<file path="src/rtl/cart_sdram_arbiter.sv">
// cart_sdram_arbiter: shares the cartridge-ROM SDRAM byte port between the
// ROM image loader (writes) and the CPU cartridge read path (reads).
// One SDRAM transaction is in flight at a time, using a req/ack handshake.
// A one-entry read cache lets repeated CPU reads of the same byte complete
// with no wait states.
`timescale 1ns/1ps
module cart_sdram_arbiter #(
  parameter int ADDR_W = 25
) (
  input  logic              clk,
  input  logic              reset,
  input  logic              ld_wr,
  input  logic [ADDR_W-1:0] ld_addr,
  input  logic [7:0]        ld_data,
  output logic              ld_wait,
  input  logic              cpu_rd,
  input  logic [ADDR_W-1:0] cpu_addr,
  output logic [7:0]        cpu_data,
  output logic              cpu_wait_n,
  output logic              mem_req,
  output logic              mem_we,
  output logic [ADDR_W-1:0] mem_addr,
  output logic [7:0]        mem_din,
  input  logic [7:0]        mem_dout,
  input  logic              mem_ack
);

  typedef enum logic [1:0] {
    ST_IDLE,
    ST_WRITE,
    ST_READ
  } state_t;

  state_t              r_state;

  // Loader holding register: one outstanding write at most.
  logic                r_pend;
  logic [ADDR_W-1:0]   r_ld_addr;
  logic [7:0]          r_ld_data;

  // One-entry read cache.
  logic                r_cache_valid;
  logic [ADDR_W-1:0]   r_cache_addr;
  logic [7:0]          r_cache_data;

  // Registered SDRAM request signals.
  logic                r_mem_req;
  logic                r_mem_we;
  logic [ADDR_W-1:0]   r_mem_addr;
  logic [7:0]          r_mem_din;

  logic                w_hit;
  logic                w_miss;
  logic                w_ld_go;

  // A hit is resolved combinationally so the CPU sees wait in the same
  // cycle its read misses, and sees it released as soon as the cache fills.
  assign w_hit      = r_cache_valid & (cpu_addr == r_cache_addr);
  assign w_miss     = cpu_rd & ~w_hit;
  // A strobe arriving this cycle counts as pending, so the loader still
  // wins over a CPU miss presented in the same IDLE cycle.
  assign w_ld_go    = r_pend | ld_wr;

  assign cpu_wait_n = ~w_miss;
  assign cpu_data   = r_cache_data;
  assign ld_wait    = r_pend;
  assign mem_req    = r_mem_req;
  assign mem_we     = r_mem_we;
  assign mem_addr   = r_mem_addr;
  assign mem_din    = r_mem_din;

  // Capture a loader write; strobes that arrive while one is pending are dropped.
  always_ff @(posedge clk) begin
    if (reset) begin
      r_pend    <= 1'b0;
      r_ld_addr <= '0;
      r_ld_data <= '0;
    end else begin
      // NOTE: sequential state uses non-blocking assignments so every register
      // samples the pre-edge values, regardless of statement order.
      if (ld_wr && !r_pend) begin
        r_pend    <= 1'b1;
        r_ld_addr <= ld_addr;
        r_ld_data <= ld_data;
      end else if (r_state == ST_WRITE && mem_ack) begin
        r_pend    <= 1'b0;
      end
    end
  end

  // Transaction sequencer: launches one access from IDLE, retires it on ack.
  always_ff @(posedge clk) begin
    if (reset) begin
      r_state       <= ST_IDLE;
      r_mem_req     <= 1'b0;
      r_mem_we      <= 1'b0;
      r_mem_addr    <= '0;
      r_mem_din     <= '0;
      r_cache_valid <= 1'b0;
      r_cache_addr  <= '0;
      r_cache_data  <= 8'hFF;
    end else begin
      case (r_state)
        ST_IDLE: begin
          if (w_ld_go) begin
            r_state    <= ST_WRITE;
            r_mem_req  <= 1'b1;
            r_mem_we   <= 1'b1;
            r_mem_addr <= r_pend ? r_ld_addr : ld_addr;
            r_mem_din  <= r_pend ? r_ld_data : ld_data;
          end else if (w_miss) begin
            r_state    <= ST_READ;
            r_mem_req  <= 1'b1;
            r_mem_we   <= 1'b0;
            r_mem_addr <= cpu_addr;
          end
        end
        ST_WRITE: begin
          if (mem_ack) begin
            r_state   <= ST_IDLE;
            r_mem_req <= 1'b0;
            // The cached byte is now stale if the loader overwrote it.
            if (r_cache_valid && (r_cache_addr == r_mem_addr)) begin
              r_cache_valid <= 1'b0;
            end
          end
        end
        ST_READ: begin
          // The fill happens even if the CPU has abandoned the read.
          if (mem_ack) begin
            r_state       <= ST_IDLE;
            r_mem_req     <= 1'b0;
            r_cache_valid <= 1'b1;
            r_cache_addr  <= r_mem_addr;
            r_cache_data  <= mem_dout;
          end
        end
        default: begin
          r_state   <= ST_IDLE;
          r_mem_req <= 1'b0;
        end
      endcase
    end
  end

endmodule
</file>
<file path="config.mk">
export PLATFORM = sky130hd
export DESIGN_NAME = cart_sdram_arbiter
export DESIGN_NICKNAME = d
export VERILOG_FILES = /design/src/rtl/cart_sdram_arbiter.sv
export SDC_FILE = /design/constraint.sdc
export NUM_CORES = 1
export LEC_CHECK = 0
export CELL_PAD_IN_SITES_DETAIL_PLACEMENT = 1
export CELL_PAD_IN_SITES_GLOBAL_PLACEMENT = 1
export CORE_UTILIZATION = 39
export CTS_BUF_LIST = sky130_fd_sc_hd__clkbuf_16
export DETAILED_ROUTE_END_ITERATION = 7
export HOLD_SLACK_MARGIN = 0.12
export PLACE_DENSITY = 0.95
export SYNTH_ARGS = -nofsm -noshare
export SYNTH_HDL_FRONTEND = slang
export SYNTH_SLANG_ARGS = --single-unit
</file>
<file path="constraint.sdc">
create_clock -name clk -period 4.1 [get_ports clk]
set_input_delay 0.82 -clock clk [delete_from_list [all_inputs] [get_ports clk]]
set_output_delay 0.82 -clock clk [all_outputs]
set_load 0.01 [all_outputs]
</file>
* Word level (Yosys, flattened, before mapping) *
Index checks and enable logic that the tools add are counted.

storage, ports and cells
  flip-flop bits (word level) = 105
  input port bits = 71
  output and inout bits = 45
  logic and storage cells = 59

operators by class
  equality and inequality tests = 9
  mux-type cells = 20
  bitwise gates (word level) = 5
  reduce and logical (&&, ||, !) cells = 14

operators by type and width
  cell                                                                    count
  25-bit 2-to-1 mux                                                       3
  25-bit equality test                                                    2
  1-bit 2-to-1 mux                                                        10
  8-bit 2-to-1 mux                                                        1
  2-bit AND reduction                                                     4
  2-bit 2-to-1 mux                                                        3
  2-bit nonzero test                                                      3
  2-bit by 1-bit != test with 1-bit output (second input constant)        2
  2-bit != test (second input constant)                                   2
  1-bit case mux with 2 select lines                                      2
  2-bit case mux with 2 select lines                                      1
  4-bit AND reduction                                                     1
  1-bit logical AND                                                       3
  3-bit != test (second input constant)                                   1
  1-bit bitwise AND                                                       2
  2-bit by 1-bit equality test with 1-bit output (second input constant)  1
  2-bit equality test (second input constant)                             1
  2-bit logical NOT                                                       1
  1-bit inverter                                                          2
  2-bit OR reduction                                                      1
  1-bit logical NOT                                                       1
  1-bit bitwise OR                                                        1

* Longest topological paths before layout *
Gate-level depths: netlist (run 1).

  depth in word-level cells = 7
  mapped depth = 7
  depth with buffers taken out = 6

* Least setup slack after synthesis (run 1) *
No wires, ideal clock.

  path kind = input -> output
  start point = input port cpu_addr[21]
  end point = output port cpu_wait_n
  arrival time = 1.906 ns
  required time = 3.280 ns
  path slack = 1.374 ns
  stages on the path = 4
  buffers on the path = 0
  cell sequence = xor2_1 nor4_1 nand4_1 o31ai_1

between the ends
  word-level cells in the longest chain between the ends = 5

ends and longest elaborated chain
  what                  RTL line  text
  start, declared       17        input logic [ADDR_W-1:0] cpu_addr,
  25-bit equality test  58        assign w_hit = r_cache_valid & (cpu_addr == r_cache_addr);
  1-bit bitwise AND     58
  1-bit inverter        59        assign w_miss = cpu_rd & ~w_hit;
  1-bit bitwise AND     59
  1-bit inverter        64        assign cpu_wait_n = ~w_miss;
  end, declared         19        output logic cpu_wait_n,

No other way between the ends.

* Worst setup path in the final report (run 1) *
  start point = input port cpu_addr[22]
  end point = output port cpu_wait_n

The elaborated chain is that of the path after synthesis.

==> flow_summary.yaml, run 1 <==
run_status:
  status: "finished, final reports clean"
clock_tree:
  clk_latency_ps: 350
  cts_setup_buffers: 0
  path_clk_slew_ps: 60
  cts_buffers: 9
  postCtsHoldBufs: 0
  cts_root_buf: "clkbuf_16"
  tritoncts: "built"
  htreeDepth: 3
  clk_path_buf_depth: 2
  clock_sinks: 105
  cts_resized: 0
setup_path:
  crit_fanout: 4
  cp_cell_sequence: "clkdlybuf4s50_1 -> xor2_1 -> nor4_1 -> buf_4 -> nand4_1 -> o31ai_1 -> buf_4 -> clkdlybuf4s50_1"
  slowest_delay_ps: 540
  cp_top_family: "buffers and inverters"
  path_class: "in -> out"
  rr_endpoint: "mem_addr[22]"
  cp_num_buf_inv: 4
  required_ps: 3280
  r2r.worst_path.cells: 7
  end_kind: "primary output"
  start_kind: "input pin"
  crit_arrival_ps: 3080
  r2r_start: "r_cache_addr[1]"
  crit_slowest_cell: "clkdlybuf4s50_1"
  r2r_slack_ps: 1570
detailed_routing:
  drc: 0
  wl_per_cell_um: 18.35
  vias: 4747
  firstDrtPassIters: 4
  routed_via_density: 5.292
  drtIter0Drc: 227
  routed_wl_mm: 16.46
  ant_nets: 0
grt:
  grt_first_pass_wirelength_mm: 26.23
  grtUsageTotal_pct: 25.75
  antenna_found_initial: 0
  grt_pass1_vias: 5122
  grt_max_degree: 74
  overflow: 0
placed_design:
  post-dp-hpwl_mm: 11.56
  gp_congestion: 0.8319
  port_buffers: 115
  place_ws_ps: 213.3
hold_path:
  hp-start: "r_ld_addr[23]"
  worstHoldPathCells: 2
  hold_path.class: "reg -> reg"
  min_to: "r_ld_addr[23]"
logic_synthesis:
  synthTopCellsByCount: "209 x nand2_1, 105 x dfxtp_1, 60 x a21oi_1"
  ys_ff_latch: 105
  yosysUniqueCellTypes: 38
  synth_warnings: 0
  syn_area_per_cell_um2: 8.031
  synth_area_mm2: 0.005011
  synth_flop_cell: "dfxtp_1"
  synth_area_leaders: "dfxtp_1 42%, nand2_1 16%, mux2i_1 12%"
  synth_fp_nets: 698
  synth-edff-count: 0
  async_flop_share_pct: 0
  yosysTopAreaCellShare_pct: 41.95
  synth.most_common_cell: "nand2_1"
  yosys.area.top_type: "dfxtp_1"
  ys_seq_area_share_pct: 41.95
  synth_cells: 624
timing:
  relSlewSlack_pct: 38.79
  final.period_utilization_pct: 95.13
  finalSetupTns_ps: 0
  fmax_mhz: 256.4
  min_period_ps: 3900
  clock_skew_ps: 6.258
  slew_viol_final: 0
  rsz0062_at_grt: "no"
  finalHoldViolCount: 0
  holdWs_ps: 463.4
  worst_slack_ps: 199.5
  setup_viol: 0
  tightest_slew_ps: 918.1
floorplanning:
  die_x_um: 115.4
  pin_count: 116
  rows: 41
  initial_core_util_pct: 39.87
  die_h_um: 115.4
  die-area_mm2: 0.01331
  coreArea_mm2: 0.01257
cells_and_area:
  area_growth_pct: 31.39
  finalNetCount: 795
  n_antenna_cell: 0
  fillers: 1503
  fin_util_pct: 52.38
  drive_gt1_share_pct: 4.552
flow_run:
  cap_violations: 0
power:
  ir_drop_uv: 226.7
  power_density_mw_per_mm2: 431.6
  power.total_uw: 2841
  leakagePower_uw: 0.002704
==> logic make-up after synthesis <==
group / synth area share [%]
xor+xnor: 8.739
buf+inv: 4.644
flops: 41.95
mux: 11.79
fa+ha+maj: 0.7491
simple gates: 20.60
compound gates: 11.54
==> worst max-delay path by stage <==
| stage | from | endpoint | slack (ps) | cells past startpoint |
|---|---|---|---|---|
| CTS | cpu_addr[22] | cpu_wait_n | 190 | 8 |
| detailed placement | cpu_addr[22] | cpu_wait_n | 210 | 8 |
| finish | cpu_addr[22] | cpu_wait_n | 200 | 8 |
| floorplan | cpu_addr[21] | cpu_wait_n | 1370 | 4 |
| global route | cpu_addr[22] | cpu_wait_n | 100 | 8 |
| global placement | cpu_addr[1] | cpu_wait_n | 200 | 7 |
==> flip-flops by register name, indices dropped and copies added, names as in the netlist, 2 cells and up <==
signal,count
mem_addr,25
r_cache_addr,25
r_ld_addr,25
cpu_data,8
mem_din,8
r_ld_data,8
r_state,2
==> layer usage <==
metal | GRT usage (%) | share of wire [%] | up-vias
li1 | - | - | 2262
met1 | 28.69 | 41 | 2325
met2 | 46.47 | 51 | 118
met3 | 5.008 | 4.5 | 42
met4 | 13.07 | 3.3 | 0
met5 | 0 | 0 | -
==> tightest hold or removal path: cells and delay by family (launching register included) <==
kind	cells	cell delay (ps)
AOI/OAI and AO/OA	1	50
DFF	1	310
and+or+nand+nor	1	50
==> placed cells by master, fill, tap and decap left out, types with 2 or more instances in the layout <==
| master | n |
|---|---|
| o21ai_0 | 25 |
| and2_1 | 2 |
| a21oi_1 | 60 |
| a211oi_1 | 9 |
| nand3_1 | 9 |
| nand2_1 | 209 |
| clkbuf_16 | 9 |
| inv_1 | 5 |
| clkdlybuf4s50_1 | 114 |
| nor2_1 | 14 |
| mux2i_1 | 59 |
| nand4_1 | 3 |
| xor2_1 | 46 |
| buf_4 | 15 |
| bufinv_16 | 2 |
| clkinv_1 | 2 |
| nor4_1 | 11 |
| ha_1 | 3 |
| dfxtp_1 | 104 |
| xnor2_1 | 4 |
==> metrics by stage <==
stage / instance area [µm²] / std cells
after floorplan: 5011 / 624
after global placement: 6282 / 882
after detailed placement: 6282 / 882
after CTS: 6584 / 897
after global routing: 6584 / 897
final: 6584 / 897
==> report_power, final <==
part | total (µW) | switching [µW] | internal [µW]
sequential | 1220 | 99.3 | 1120
clock | 903 | 378 | 525
combinational | 723 | 367 | 355
==> final cells by class <==
| type | count | area (µm²) | share of cell area (%) |
|---|---|---|---|
| multi-input cells | 471 | 2690 | 40.86 |
| well taps | 172 | 215.2 | 3.269 |
| clock inverters | 6 | 76.32 | 1.159 |
| repair buffers | 130 | 1259 | 19.12 |
| inverters | 4 | 15.01 | 0.2281 |
| clock buffers | 9 | 225.2 | 3.421 |
| flip-flops and latches | 105 | 2103 | 31.95 |
No activity file was read; power rests on OpenSTA's default activity.
==> run 2, diff against run 1 <==
--- a/config.mk
+++ b/config.mk
@@ -7,10 +7,11 @@
 export LEC_CHECK = 0
 export CELL_PAD_IN_SITES_DETAIL_PLACEMENT = 1
 export CELL_PAD_IN_SITES_GLOBAL_PLACEMENT = 1
+export CORE_ASPECT_RATIO = 0.75
 export CORE_UTILIZATION = 39
 export CTS_BUF_LIST = sky130_fd_sc_hd__clkbuf_16
 export DETAILED_ROUTE_END_ITERATION = 7
-export HOLD_SLACK_MARGIN = 0.12
+export HOLD_SLACK_MARGIN = 0.15
 export PLACE_DENSITY = 0.95
 export SYNTH_ARGS = -nofsm -noshare
 export SYNTH_HDL_FRONTEND = slang
==> flow_summary.yaml, run 2 (synthesized netlist as in run 1, its figures left out) <==
run_status:
  status: "finished, final reports clean"
power:
  pwr-share-comb_pct: 25.8
  leakagePower_uw: 0.002706
  power_density_mw_per_mm2: 428.0
  p_int_uw: 1951
  p_clk_share_pct: 31.1
  ir_drop_uv: 223.8
  p_sw_share_pct: 30.75
  power_frac_seq_pct: 43.1
  p_switching_uw: 866.4
grt:
  grt_pass1_vias: 5016
  grt_first_pass_wirelength_mm: 25.47
  top_usage_layer: "met2"
  grtUsageTotal_pct: 24.75
  antenna_found_initial: 0
  grtUsageMet1_pct: 30.62
  overflow: 0
  grt_max_degree: 74
  use_met3_pct: 5.253
  grtUsageMet2_pct: 42.93
clock_tree:
  clock_sinks: 105
  cts_root_buf: "clkbuf_16"
  clk_path_buf_depth: 2
  cts_resized: 0
  htreeDepth: 3
  clk_latency_ps: 350
  tritoncts: "built"
  path_clk_slew_ps: 70
  postCtsHoldBufs: 0
  cts_buffers: 9
  cts_setup_buffers: 0
placed_design:
  post_dp_cell_area_mm2: 0.006287
  gp_congestion: 0.8254
  port_buffers: 115
  post-dp-hpwl_mm: 11.47
timing:
  final.period_utilization_pct: 94.23
  clock_skew_ps: 5.318
  setup_viol: 0
  finalSetupTns_ps: 0
  relSlewSlack_pct: 15.39
  min_period_ps: 3863
  fmax_mhz: 258.8
  rsz0062_at_grt: "no"
  tightest_slew_ps: 1266
  slew_viol_final: 0
  finalHoldViolCount: 0
cells_and_area:
  final_cell_mix: "209 x nand2_1, 114 x clkdlybuf4s50_1, 104 x dfxtp_1"
  n_antenna_cell: 0
  area_growth_pct: 31.36
  drive_gt1_share_pct: 4.959
  stdcell_area_mm2: 0.006583
  finalNetCount: 795
  final_common_cell: "nand2_1"
detailed_routing:
  wl_per_cell_um: 17.81
  drc: 0
  routed_wl_mm: 15.89
  routed_via_density: 5.299
  ant_nets: 0
  firstDrtPassIters: 4
  drtIter0Drc: 220
  vias: 4727
floorplanning:
  die_x_um: 132.9
  die-area_mm2: 0.01331
  pin_count: 116
  initial_core_util_pct: 40.43
  rows: 35
  die_h_um: 100.2
  coreArea_mm2: 0.01239
setup_path:
  end_kind: "primary output"
  cp_cell_sequence: "clkdlybuf4s50_1 -> xor2_1 -> nor4_1 -> buf_4 -> nand4_1 -> o31ai_1 -> buf_4 -> clkdlybuf4s50_1"
  path_class: "in -> out"
  start_kind: "input pin"
  r2r_start: "ld_wait"
  crit_start: "cpu_addr[1]"
  rr_endpoint: "r_ld_addr[2]"
  r2r_slack_ps: 1600
  crit_fanout: 4
  crit_arrival_ps: 3040
  cp.depth: 8
  required_ps: 3280
  cp_top_family: "buffers and inverters"
  r2r.worst_path.cells: 5
  crit_slowest_cell: "clkdlybuf4s50_1"
  slowest_delay_ps: 530
  cp_num_buf_inv: 4
  worstSetupEndpoint: "cpu_wait_n"
flow_run:
  cap_violations: 0
hold_path:
  hp-start: "r_ld_addr[6]"
  hold_path.class: "reg -> reg"
==> run 2: cell type report <==
cell class | instances | area, µm²
well taps | 166 | 207.7
clock inverters | 7 | 70.07
clock buffers | 9 | 225.2
flip-flops and latches | 105 | 2103
repair buffers | 130 | 1271
fillers | 1502 | 5811
inverters | 4 | 15.01
multi-input cells | 471 | 2690
==> run 2: per-stage QoR <==
step | instances | total power (µW) | setup slack, ps | hold slack (ps) | utilization (%)
final | 892 | 2818 | 236.6 | 458.4 | 53.11
after global routing | 892 | 2938 | 42.20 | 477.3 | 53.11
after CTS | 892 | 2836 | 243.6 | 460.9 | 53.11
after detailed placement | 876 | 1964 | 283.6 | 451.2 | 50.73
after global placement | 876 | 1925 | 292.3 | 441.4 | 50.73
after floorplan | 624 | 1630 | 1374 | 436.0 | -
==> run 2: power by group through the flow <==
stage | Clock (µW) | Combinational (µW) | Sequential, µW
after floorplan | 0 | 394 | 1240
after global placement | 0 | 698 | 1230
after detailed placement | 0 | 727 | 1240
after CTS | 889 | 733 | 1210
after global routing | 926 | 785 | 1230
final | 875 | 727 | 1220
==> run 2: how the worst min path moves through the flow <==
stage,depth (start not counted),end
floorplan,2,r_ld_data[0]
global placement,2,r_ld_addr[18]
detailed placement,2,r_ld_addr[6]
CTS,2,r_ld_addr[6]
global route,2,r_ld_addr[23]
finish,2,r_ld_addr[6]
==> run 2: worst min-delay path: stages, from the launching register on <==
cell,delay [ps]
dfxtp_1,310
nand2_1,50
a21oi_1,50
==> run 2: layer usage <==
metal  part of all wire, %  vias up
met5                     0        -
met4                   1.4        0
met3                   5.9       19
met2                    48      133
met1                    45     2315
li1                      -     2260
==> run 3, diff against run 2 <==
--- a/config.mk
+++ b/config.mk
@@ -5,14 +5,15 @@
 export SDC_FILE = /design/constraint.sdc
 export NUM_CORES = 1
 export LEC_CHECK = 0
+export ABC_AREA = 1
 export CELL_PAD_IN_SITES_DETAIL_PLACEMENT = 1
 export CELL_PAD_IN_SITES_GLOBAL_PLACEMENT = 1
 export CORE_ASPECT_RATIO = 0.75
-export CORE_UTILIZATION = 39
+export CORE_UTILIZATION = 35
 export CTS_BUF_LIST = sky130_fd_sc_hd__clkbuf_16
 export DETAILED_ROUTE_END_ITERATION = 7
 export HOLD_SLACK_MARGIN = 0.15
-export PLACE_DENSITY = 0.95
+export PLACE_DENSITY = 0.92
 export SYNTH_ARGS = -nofsm -noshare
 export SYNTH_HDL_FRONTEND = slang
 export SYNTH_SLANG_ARGS = --single-unit
==> constraint.sdc (replaced) <==
create_clock -name clk -period 3.8 [get_ports clk]
set_input_delay 0.76 -clock clk [delete_from_list [all_inputs] [get_ports clk]]
set_output_delay 0.76 -clock clk [all_outputs]
set_load 0.01 [all_outputs]
==> flow_summary.yaml, run 3 <==
clock_tree:
  clock_sinks: 105
  htreeDepth: 3
  path_clk_slew_ps: 70
  clk_path_buf_depth: 2
  cts_setup_buffers: 0
  postCtsHoldBufs: 0
  cts_root_buf: "clkbuf_16"
  clk_latency_ps: 350
  cts_buffers: 9
  cts_resized: 0
  tritoncts: "built"
hold_path:
  hp-start: "mem_we"
  worstHoldPathCells: 2
  hold_path.class: "reg -> reg"
run_status:
  status: "finished with violations"
  violations: "design-rule violations"
logic_synthesis:
  async_flop_share_pct: 0
  synth_area_leaders: "dfxtp_1 43%, nand2_1 14%, a21oi_1 7.2%"
  synth.most_common_cell: "nand2_1"
  synth_cells: 711
  synth_flop_cell: "dfxtp_1"
  ys_ff_latch: 105
  synth_area_mm2: 0.004945
  ys_seq_area_share_pct: 42.51
  yosysTopAreaCellShare_pct: 42.51
  synth-edff-count: 0
  synth_fp_nets: 785
  synth_warnings: 0
  yosysUniqueCellTypes: 32
  yosys.area.top_type: "dfxtp_1"
  synthTopCellsByCount: "188 x nand2_1, 105 x dfxtp_1, 71 x a21oi_1"
  syn_area_per_cell_um2: 6.955
power:
  power_density_mw_per_mm2: 479.7
  leakagePower_uw: 0.002727
  ir_drop_uv: 253.7
setup_path:
  path_class: "in -> out"
  crit_start: "cpu_addr[5]"
  start_kind: "input pin"
  end_kind: "primary output"
  crit_slowest_cell: "clkdlybuf4s50_1"
  slowest_delay_ps: 540
  crit_arrival_ps: 2660
  crit_fanout: 3
  cp_cell_sequence: "clkdlybuf4s50_1 -> inv_1 -> nand2_1 -> nand2_1 -> nor2_1 -> nand3_1 -> nor2_2 -> nand2_2 -> nand2_4 -> clkdlybuf4s50_1"
  required_ps: 3040
  r2r.worst_path.cells: 4
  r2r_start: "ld_wait"
detailed_routing:
  routed_via_density: 5.183
  drtIter0Drc: 237
  drc: 6
  vias: 5121
  wl_per_cell_um: 17.05
  routed_wl_mm: 16.85
  ant_nets: 0
  firstDrtPassIters: 8
timing:
  fmax_mhz: 292.3
  setup_viol: 0
  tightest_slew_ps: 1043
  finalHoldViolCount: 0
  rsz0062_at_grt: "no"
  relSlewSlack_pct: 30.23
  min_period_ps: 3421
  worst_slack_ps: 379.4
  clock_skew_ps: 6.702
  finalSetupTns_ps: 0
  final.period_utilization_pct: 90.01
  slew_viol_final: 0
cells_and_area:
  finalNetCount: 882
  final_common_cell: "nand2_1"
  regArea_mm2: 0.002102
  final_cell_mix: "188 x nand2_1, 115 x clkdlybuf4s50_1, 105 x dfxtp_1"
  area_growth_pct: 31.83
  n_antenna_cell: 0
  multi_input_area_mm2: 0.002409
  fillers: 1721
  drive_gt1_share_pct: 8.487
placed_design:
  gp_congestion: 0.8685
  place_ws_ps: 438.1
  port_buffers: 115
  post-dp-hpwl_mm: 11.82
grt:
  overflow: 0
  grt_first_pass_wirelength_mm: 26.97
  use_met3_pct: 4.445
  grt_max_degree: 59
  top_usage_layer: "met2"
  grtUsageTotal_pct: 23.62
  grtUsageMet2_pct: 38.59
  grtUsageMet1_pct: 31.57
  antenna_found_initial: 0
  grt_pass1_vias: 5086
floorplanning:
  coreArea_mm2: 0.01375
  die_h_um: 104.9
  die-area_mm2: 0.01461
  pin_count: 116
  rows: 37
  initial_core_util_pct: 35.96
  die_x_um: 139.3
flow_run:
  cap_violations: 0
[run 3: kinds of logic after synthesis]
| kind of cell | Yosys count | share of synthesized area, % |
|---|---|---|
| buffers and inverters | 107 | 8.882 |
| XOR/XNOR | 9 | 1.594 |
| adder cells (fa/ha/maj) | 3 | 0.7592 |
| AO/OA/AOI/OAI | 176 | 19.84 |
| AND/OR/NAND/NOR | 311 | 26.42 |
| flip-flops | 105 | 42.51 |
[run 3: metrics by stage]
step / cells / total power (µW) / hold slack [ps] / utilization [%] / area [µm²]
floorplan: 711 / 1772 / 440.7 / - / 4945
global placement: 972 / 2109 / 447.7 / 45.08 / 6198
detailed placement: 972 / 2136 / 453.3 / 45.08 / 6198
CTS: 988 / 3141 / 463.8 / 47.41 / 6519
global route: 988 / 3283 / 483.9 / 47.41 / 6519
finish: 988 / 3127 / 463.8 / 47.41 / 6519
[run 3: where the power goes]
group / switching [µW] / internal, µW / total [µW]
combinational: 432 / 348 / 780
sequential: 127 / 1210 / 1340
clock: 429 / 577 / 1010
total: 988 / 2140 / 3130
[run 3: metal layers]
layer / vias up / part of all wire (%)
met5: - / 0
met3: 21 / 6.1
met2: 149 / 46
met1: 2455 / 46
met4: 0 / 1.6
li1: 2496 / -
[run 3: worst max-delay path: cells and delay by family]
kind          cells  cell delay [ps]
simple gates      7              750
buf+inv           3             1140
[run 3: area by class of cell]
type / count / area share (%)
Clock buffer: 9 / 3.455
Sequential cell: 105 / 32.25
Timing Repair Buffer: 121 / 18.35
Clock inverter: 7 / 1.459
Tap cell: 175 / 3.359
Inverter: 72 / 4.184
Multi-Input combinational cell: 499 / 36.95
[run 3: final timing paths]
check | endpoint | slack, ps
worst max-delay path | cpu_wait_n | 380
worst min-delay path | mem_we | 460
worst max register to register | mem_din[6] | 1440
worst min register to register | mem_we | 460
